`config.mk`:
```
export PLATFORM = sky130hd
export DESIGN_NAME = m_mem_access_flat
export DESIGN_NICKNAME = d
export VERILOG_FILES = /design/src/rtl/m_mem_access_if.sv /design/src/rtl/m_mem_access.sv /design/src/flat_wrapper.sv
export SDC_FILE = /design/constraint.sdc
export NUM_CORES = 1
export LEC_CHECK = 0
export CORE_ASPECT_RATIO = 0.6
export CORE_UTILIZATION = 68
export DETAILED_ROUTE_END_ITERATION = 8
export DONT_BUFFER_PORTS = 1
export GPL_ROUTABILITY_DRIVEN = 1
export PLACE_DENSITY = 0.95
export SYNTH_ARGS = -nofsm -noshare
export SYNTH_HDL_FRONTEND = slang
export SYNTH_SLANG_ARGS = --single-unit
```
`constraint.sdc`:
```
create_clock -name clk -period 6.8 [get_ports clk]
set_input_delay 0.68 -clock clk [delete_from_list [all_inputs] [get_ports clk]]
set_output_delay 0.68 -clock clk [all_outputs]
set_load 0.005 [all_outputs]
```
`src/rtl/m_mem_access_if.sv`:
```
// rtl/m_mem_access_if.sv - req/ack data-memory bus between the M stage and DM/timers/IG.
interface m_mem_access_if;
   logic        req;
   logic        we;
   logic [31:0] addr;
   logic [3:0]  byteen;
   logic [31:0] wdata;
   logic        ack;
   logic [31:0] rdata;

   modport master (output req, we, addr, byteen, wdata, input ack, rdata);
   modport slave  (input req, we, addr, byteen, wdata, output ack, rdata);
endinterface

```
`src/rtl/m_mem_access.sv`:
```
// rtl/m_mem_access.sv - M-stage memory access: address check, bus transaction, load extend.
module m_mem_access #(
   parameter logic [31:0] DM_TOP   = 32'h0000_2FFF,
   parameter logic [31:0] TC0_BASE = 32'h0000_7F00,
   parameter logic [31:0] TC1_BASE = 32'h0000_7F10,
   parameter logic [31:0] IG_BASE  = 32'h0000_7F20
) (
   input  logic                  clk,
   input  logic                  reset,
   input  logic [3:0]            M_mem_op,
   input  logic [31:0]           M_ALUAns,
   input  logic [31:0]           M_rt_data,
   input  logic [4:0]            M_EXCCode,
   input  logic                  M_EXC_DMOv,
   input  logic                  Req,
   m_mem_access_if.master        bus,
   output logic                  M_stall,
   output logic [31:0]           M_ld_data,
   output logic [4:0]            M_EXCCode_o
);
   localparam logic [3:0] OP_LW = 4'd1, OP_LH = 4'd2, OP_LHU = 4'd3, OP_LB = 4'd4,
                          OP_LBU = 4'd5, OP_SW = 4'd6, OP_SH = 4'd7, OP_SB = 4'd8;
   localparam logic [31:0] TC_SIZE = 32'd12;
   localparam logic [31:0] IG_SIZE = 32'd4;
   localparam logic [4:0]  EXC_ADEL = 5'd4;
   localparam logic [4:0]  EXC_ADES = 5'd5;

   typedef enum logic [1:0] {IDLE, BUSY, DONE} state_t;
   state_t      state;
   logic        drain;
   logic [3:0]  lat_op;
   logic [1:0]  lat_lo;

   logic        is_load, is_store, valid_op, is_word, is_half;
   logic        in_dm, in_tc0, in_tc1, in_timer, in_ig, misalign, bad_addr, start_ok;
   logic [31:0] tc_off;
   logic [3:0]  byteen_c;
   logic [31:0] wdata_c;

   always_comb begin
      is_load  = (M_mem_op >= OP_LW) && (M_mem_op <= OP_LBU);
      is_store = (M_mem_op >= OP_SW) && (M_mem_op <= OP_SB);
      valid_op = is_load || is_store;
      is_word  = (M_mem_op == OP_LW) || (M_mem_op == OP_SW);
      is_half  = (M_mem_op == OP_LH) || (M_mem_op == OP_LHU) || (M_mem_op == OP_SH);

      in_dm    = M_ALUAns <= DM_TOP;
      in_tc0   = (M_ALUAns >= TC0_BASE) && (M_ALUAns < TC0_BASE + TC_SIZE);
      in_tc1   = (M_ALUAns >= TC1_BASE) && (M_ALUAns < TC1_BASE + TC_SIZE);
      in_timer = in_tc0 || in_tc1;
      in_ig    = (M_ALUAns >= IG_BASE) && (M_ALUAns < IG_BASE + IG_SIZE);
      tc_off   = in_tc0 ? (M_ALUAns - TC0_BASE) : (M_ALUAns - TC1_BASE);

      misalign = (is_word && (M_ALUAns[1:0] != 2'b00)) || (is_half && M_ALUAns[0]);
      // Timers accept whole-word accesses only, and COUNT is read-only.
      bad_addr = misalign || M_EXC_DMOv || !(in_dm || in_timer || in_ig)
                 || (in_timer && !is_word)
                 || (in_timer && is_store && (tc_off == 32'd8));

      if (M_EXCCode != 5'd0)
         M_EXCCode_o = M_EXCCode;
      else if (valid_op && bad_addr)
         M_EXCCode_o = is_load ? EXC_ADEL : EXC_ADES;
      else
         M_EXCCode_o = 5'd0;

      start_ok = valid_op && (M_EXCCode_o == 5'd0) && !Req;

      if (is_word)
         byteen_c = 4'b1111;
      else if (is_half)
         byteen_c = 4'b0011 << {M_ALUAns[1], 1'b0};
      else
         byteen_c = 4'b0001 << M_ALUAns[1:0];

      case (M_mem_op)
         OP_SH:   wdata_c = {2{M_rt_data[15:0]}};
         OP_SB:   wdata_c = {4{M_rt_data[7:0]}};
         default: wdata_c = M_rt_data;
      endcase

      case (state)
         IDLE:    M_stall = start_ok;
         // A draining transaction only holds back a memory op waiting behind it.
         BUSY:    M_stall = !Req && (!drain || valid_op);
         default: M_stall = 1'b0;
      endcase
   end

   function automatic logic [31:0] load_ext(input logic [3:0] op, input logic [1:0] lo,
                                            input logic [31:0] w);
      logic [31:0] s;
      s = w >> {lo, 3'b000};
      case (op)
         OP_LH:   load_ext = {{16{s[15]}}, s[15:0]};
         OP_LHU:  load_ext = {16'h0000, s[15:0]};
         OP_LB:   load_ext = {{24{s[7]}}, s[7:0]};
         OP_LBU:  load_ext = {24'h000000, s[7:0]};
         default: load_ext = w;
      endcase
   endfunction

   always_ff @(posedge clk or negedge reset) begin
      if (!reset) begin
         state      <= IDLE;
         drain      <= 1'b0;
         lat_op     <= 4'd0;
         lat_lo     <= 2'd0;
         bus.req    <= 1'b0;
         bus.we     <= 1'b0;
         bus.addr   <= 32'd0;
         bus.byteen <= 4'd0;
         bus.wdata  <= 32'd0;
         M_ld_data  <= 32'd0;
      end else begin
         case (state)
            IDLE: begin
               if (start_ok) begin
                  lat_op     <= M_mem_op;
                  lat_lo     <= M_ALUAns[1:0];
                  bus.req    <= 1'b1;
                  bus.we     <= is_store;
                  bus.addr   <= {M_ALUAns[31:2], 2'b00};
                  bus.byteen <= byteen_c;
                  bus.wdata  <= wdata_c;
                  state      <= BUSY;
               end
            end
            BUSY: begin
               if (bus.ack) begin
                  bus.req <= 1'b0;
                  if (drain || Req) begin
                     drain <= 1'b0;
                     state <= IDLE;
                  end else begin
                     if (!bus.we)
                        M_ld_data <= load_ext(lat_op, lat_lo, bus.rdata);
                     state <= DONE;
                  end
               end else if (Req) begin
                  drain <= 1'b1;
               end
            end
            default: state <= IDLE;
         endcase
      end
   end
endmodule

```
`src/flat_wrapper.sv`:
```
// flat-port wrapper written by rule: the top's interface ports become plain ports
module m_mem_access_flat 
#(
   parameter logic [31:0] DM_TOP   = 32'h0000_2FFF,
   parameter logic [31:0] TC0_BASE = 32'h0000_7F00,
   parameter logic [31:0] TC1_BASE = 32'h0000_7F10,
   parameter logic [31:0] IG_BASE  = 32'h0000_7F20
)
  (clk, reset, M_mem_op, M_ALUAns, M_rt_data, M_EXCCode, M_EXC_DMOv, Req, M_stall, M_ld_data, M_EXCCode_o, bus_req, bus_we, bus_addr, bus_byteen, bus_wdata, bus_ack, bus_rdata);
  m_mem_access_if bus_i ();
  input  logic clk;
  input  logic reset;
  input  logic [3:0] M_mem_op;
  input  logic [31:0] M_ALUAns;
  input  logic [31:0] M_rt_data;
  input  logic [4:0] M_EXCCode;
  input  logic M_EXC_DMOv;
  input  logic Req;
  output logic M_stall;
  output logic [31:0] M_ld_data;
  output logic [4:0] M_EXCCode_o;
  output wire logic [$bits(bus_i.req)-1:0] bus_req;
  output wire logic [$bits(bus_i.we)-1:0] bus_we;
  output wire logic [$bits(bus_i.addr)-1:0] bus_addr;
  output wire logic [$bits(bus_i.byteen)-1:0] bus_byteen;
  output wire logic [$bits(bus_i.wdata)-1:0] bus_wdata;
  input wire logic [$bits(bus_i.ack)-1:0] bus_ack;
  input wire logic [$bits(bus_i.rdata)-1:0] bus_rdata;
  assign bus_req = bus_i.req;
  assign bus_we = bus_i.we;
  assign bus_addr = bus_i.addr;
  assign bus_byteen = bus_i.byteen;
  assign bus_wdata = bus_i.wdata;
  assign bus_i.ack = bus_ack;
  assign bus_i.rdata = bus_rdata;
  m_mem_access #(.DM_TOP(DM_TOP), .TC0_BASE(TC0_BASE), .TC1_BASE(TC1_BASE), .IG_BASE(IG_BASE)) u_core (.clk(clk), .reset(reset), .M_mem_op(M_mem_op), .M_ALUAns(M_ALUAns), .M_rt_data(M_rt_data), .M_EXCCode(M_EXCCode), .M_EXC_DMOv(M_EXC_DMOv), .Req(Req), .bus(bus_i), .M_stall(M_stall), .M_ld_data(M_ld_data), .M_EXCCode_o(M_EXCCode_o));
endmodule
```
==> metrics.csv <==
metric;value;unit
Max Root-Sink Buffers;2;
final wirelength;14400;um
initial core utilization;72.9;%
Slew Viols, Final;0;
Final Cell Area;5800;um2
Fin. Hold Viols;0;
reg2reg path depth;5;
global placement routability congestion;0.954;
Antenna Nets Post-Route;0;
max-cap viol count;0;
grt met3 use;12.4;%
mapped cell area;5470;um2
CP required;6.12;ns
CP startpoint kind;input pin;
initial antenna violation count;0;
fmax;0.234;GHz
core area;7510;um2
Hold WS;0.0173;ns
synth warn;0;
# port buffers;0;
share of layout cells above drive strength 1;16.2;%
CTS tree;yes;
most common flop cell mapped by yosys;dfrtp_1;
EDFF count, synth;0;
wire per inst;22.9;um
hold_buf cts;0;
Final setup viols;0;
Worst R2R Start;u_core.state[0]$_DFFE_PN0P_;
pwr dens;215;nW/um2
worst vdd ir;165;uV
Root Buffer;clkbuf_16;
Global Route met2 Usage;57.3;%
Mapped Cells;536;
# rows;24;
fin crit period;4.27;ns
final core occ;77.3;%
setup tns final;0;ns
Synth top area share;49.9;%
All-Layer GR Usage;35.6;%
fillers;485;
critical path class;input pin to output pin;
critical path arrival;3.59;ns
# diodes;0;
Die Y;71.5;um
leading area contributor after synthesis;dfrtp_1;
sequential share of the synthesized area;49.9;%
clk sinks;109;
clk_lat worst skew;0.35;ns
via count;4301;
die area;8420;um2
final-stage net count;636;
Yosys reg bits;109;
slew margin rel.;19.9;%
# IOs;218;
Post-CTS Setup Repair Bufs;0;
clock skew;0.0109;ns
status;finished clean;
worst reg2reg setup slack;4.07;ns
DRT Pass-1 Iters;5;
die width;118;um
library cells used by synthesis;56;
Layout area overhead;6.08;%
H-tree levels;3;
CTS Buf Count;9;
first-pass GRT wire length;23000;um
Multi-input gate area;2520;um2
asr flop ratio synth;100;%
dpl cell area;5510;um2
r2r endpoint;u_core.bus.wdata[29]$_DFFE_PN0P_;
fin crit share;62.8;%
largest net degree at the start of global routing;110;
HPWL Detailed;10300;um
GRT Max-Usage Layer;met2;
iteration-0 DRC count of the detailed router;530;
CP startpoint;M_ALUAns[5];
register area;2730;um2
RSZ-0062 raised after global routing;false;
vias in the first global route;4474;
maximum fanout along the worst path;22;
vias per cell;6.84;
Hold/Removal Path Class;input pin to async pin;
Mapped Avg Cell Area;10.2;um2
met1 Resource Use GR;44.2;%
# DRC;0;
CTS resizes;0;
actual slew at the worst max-slew pin;1.19;ns
Worst Setup End Kind;output pin;
Pleak;2.85;nW
clk slew on worst S/H paths;0.08;ns
grt ovf;0;
Synth area leaders;dfrtp_1 (50%), mux2_2 (11%), a21oi_1 (4.8%), nand2_1 (3.4%), nor2_1 (3.4%);
## through the flow
stage               setup slack, ns  cells  power [mW]
finish                         2.53    629        1.25
detailed placement             2.58    613       0.739
global placement               2.72    613       0.734
floorplan                      3.11    537       0.727
global route                   2.34    629        1.28
CTS                            2.56    629        1.24
## where the power goes
group          switching (mW)  internal [mW]
combinational          0.0325         0.0289
clock                   0.251          0.265
sequential            0.00883          0.658
total                   0.293          0.952
## how the worst max path moves through the flow
stage	to	slack (ns)
final	M_stall	2.53
after global routing	M_stall	2.34
after CTS	M_stall	2.56
after detailed placement	M_stall	2.58
after global placement	M_stall	2.72
after floorplan	M_stall	3.11
## synth_stat cells, drive strengths merged, types with 6 or more instances
cell / number
clkbuf: 20
o22ai: 7
inv: 24
o21ai: 11
o2bb2ai: 8
ha: 6
a21oi: 53
mux2i: 12
mux2: 62
a221oi: 7
nand2: 50
nor2b: 20
nor3: 11
dfrtp: 109
buf: 12
nor4: 7
a22oi: 8
nor2: 50
## area by class of cell
cell class                      count  share of cell area [%]
Clock buffer                       10                    4.12
Inverter                           24                    1.55
Timing Repair Buffer                4                   0.733
Tap cell                          104                    2.24
Sequential cell                   109                    47.0
Clock inverter                      6                   0.927
Multi-Input combinational cell    372                    43.4
## routing by layer
metal / share of wire, % / wire, um
met1: 38 / 5440
met4: 3.6 / 526
met5: 0 / 0
met3: 12 / 1780
met2: 46 / 6680
## cells in the final DEF (no fill, tap or decap), drive strengths merged, types with 10 or more instances in the layout
cell    count
nor2       50
nand2      50
o21ai      11
nor2b      20
a21oi      53
dfrtp     109
mux2i      12
mux2       62
clkbuf     10
nor3       11
inv        27
## registers in the layout, summed over array words and instances (netlist names), 2 cells and up
register / count
u_core.M_ld_data: 32
u_core.bus.addr: 30
u_core.bus.byteen: 4
u_core.bus.wdata: 32
u_core.lat_lo: 2
u_core.lat_op: 4
u_core.state: 2
## cells by family after synthesis
kind of cell / after synthesis / synth area share [%]
DFF: 109 / 49.9
buffers and inverters: 56 / 4.41
muxes: 74 / 15.0
xor gates and xnor gates: 3 / 0.480
other: 1 / 0.0686
adders and majority gates: 6 / 1.37
AOI/OAI and AO/OA: 118 / 13.8
and+or+nand+nor: 169 / 15.0
## critical path, cell delays in order
cell       delay, ns
inv_1           0.09
ha_1            0.20
or4b_2          0.62
a21oi_1         0.17
o2111ai_1       0.13
a21oi_1         0.26
mux2_2          0.41
a211oi_4        0.76
or2_2           0.25
Power figures use the tool's default switching activity.
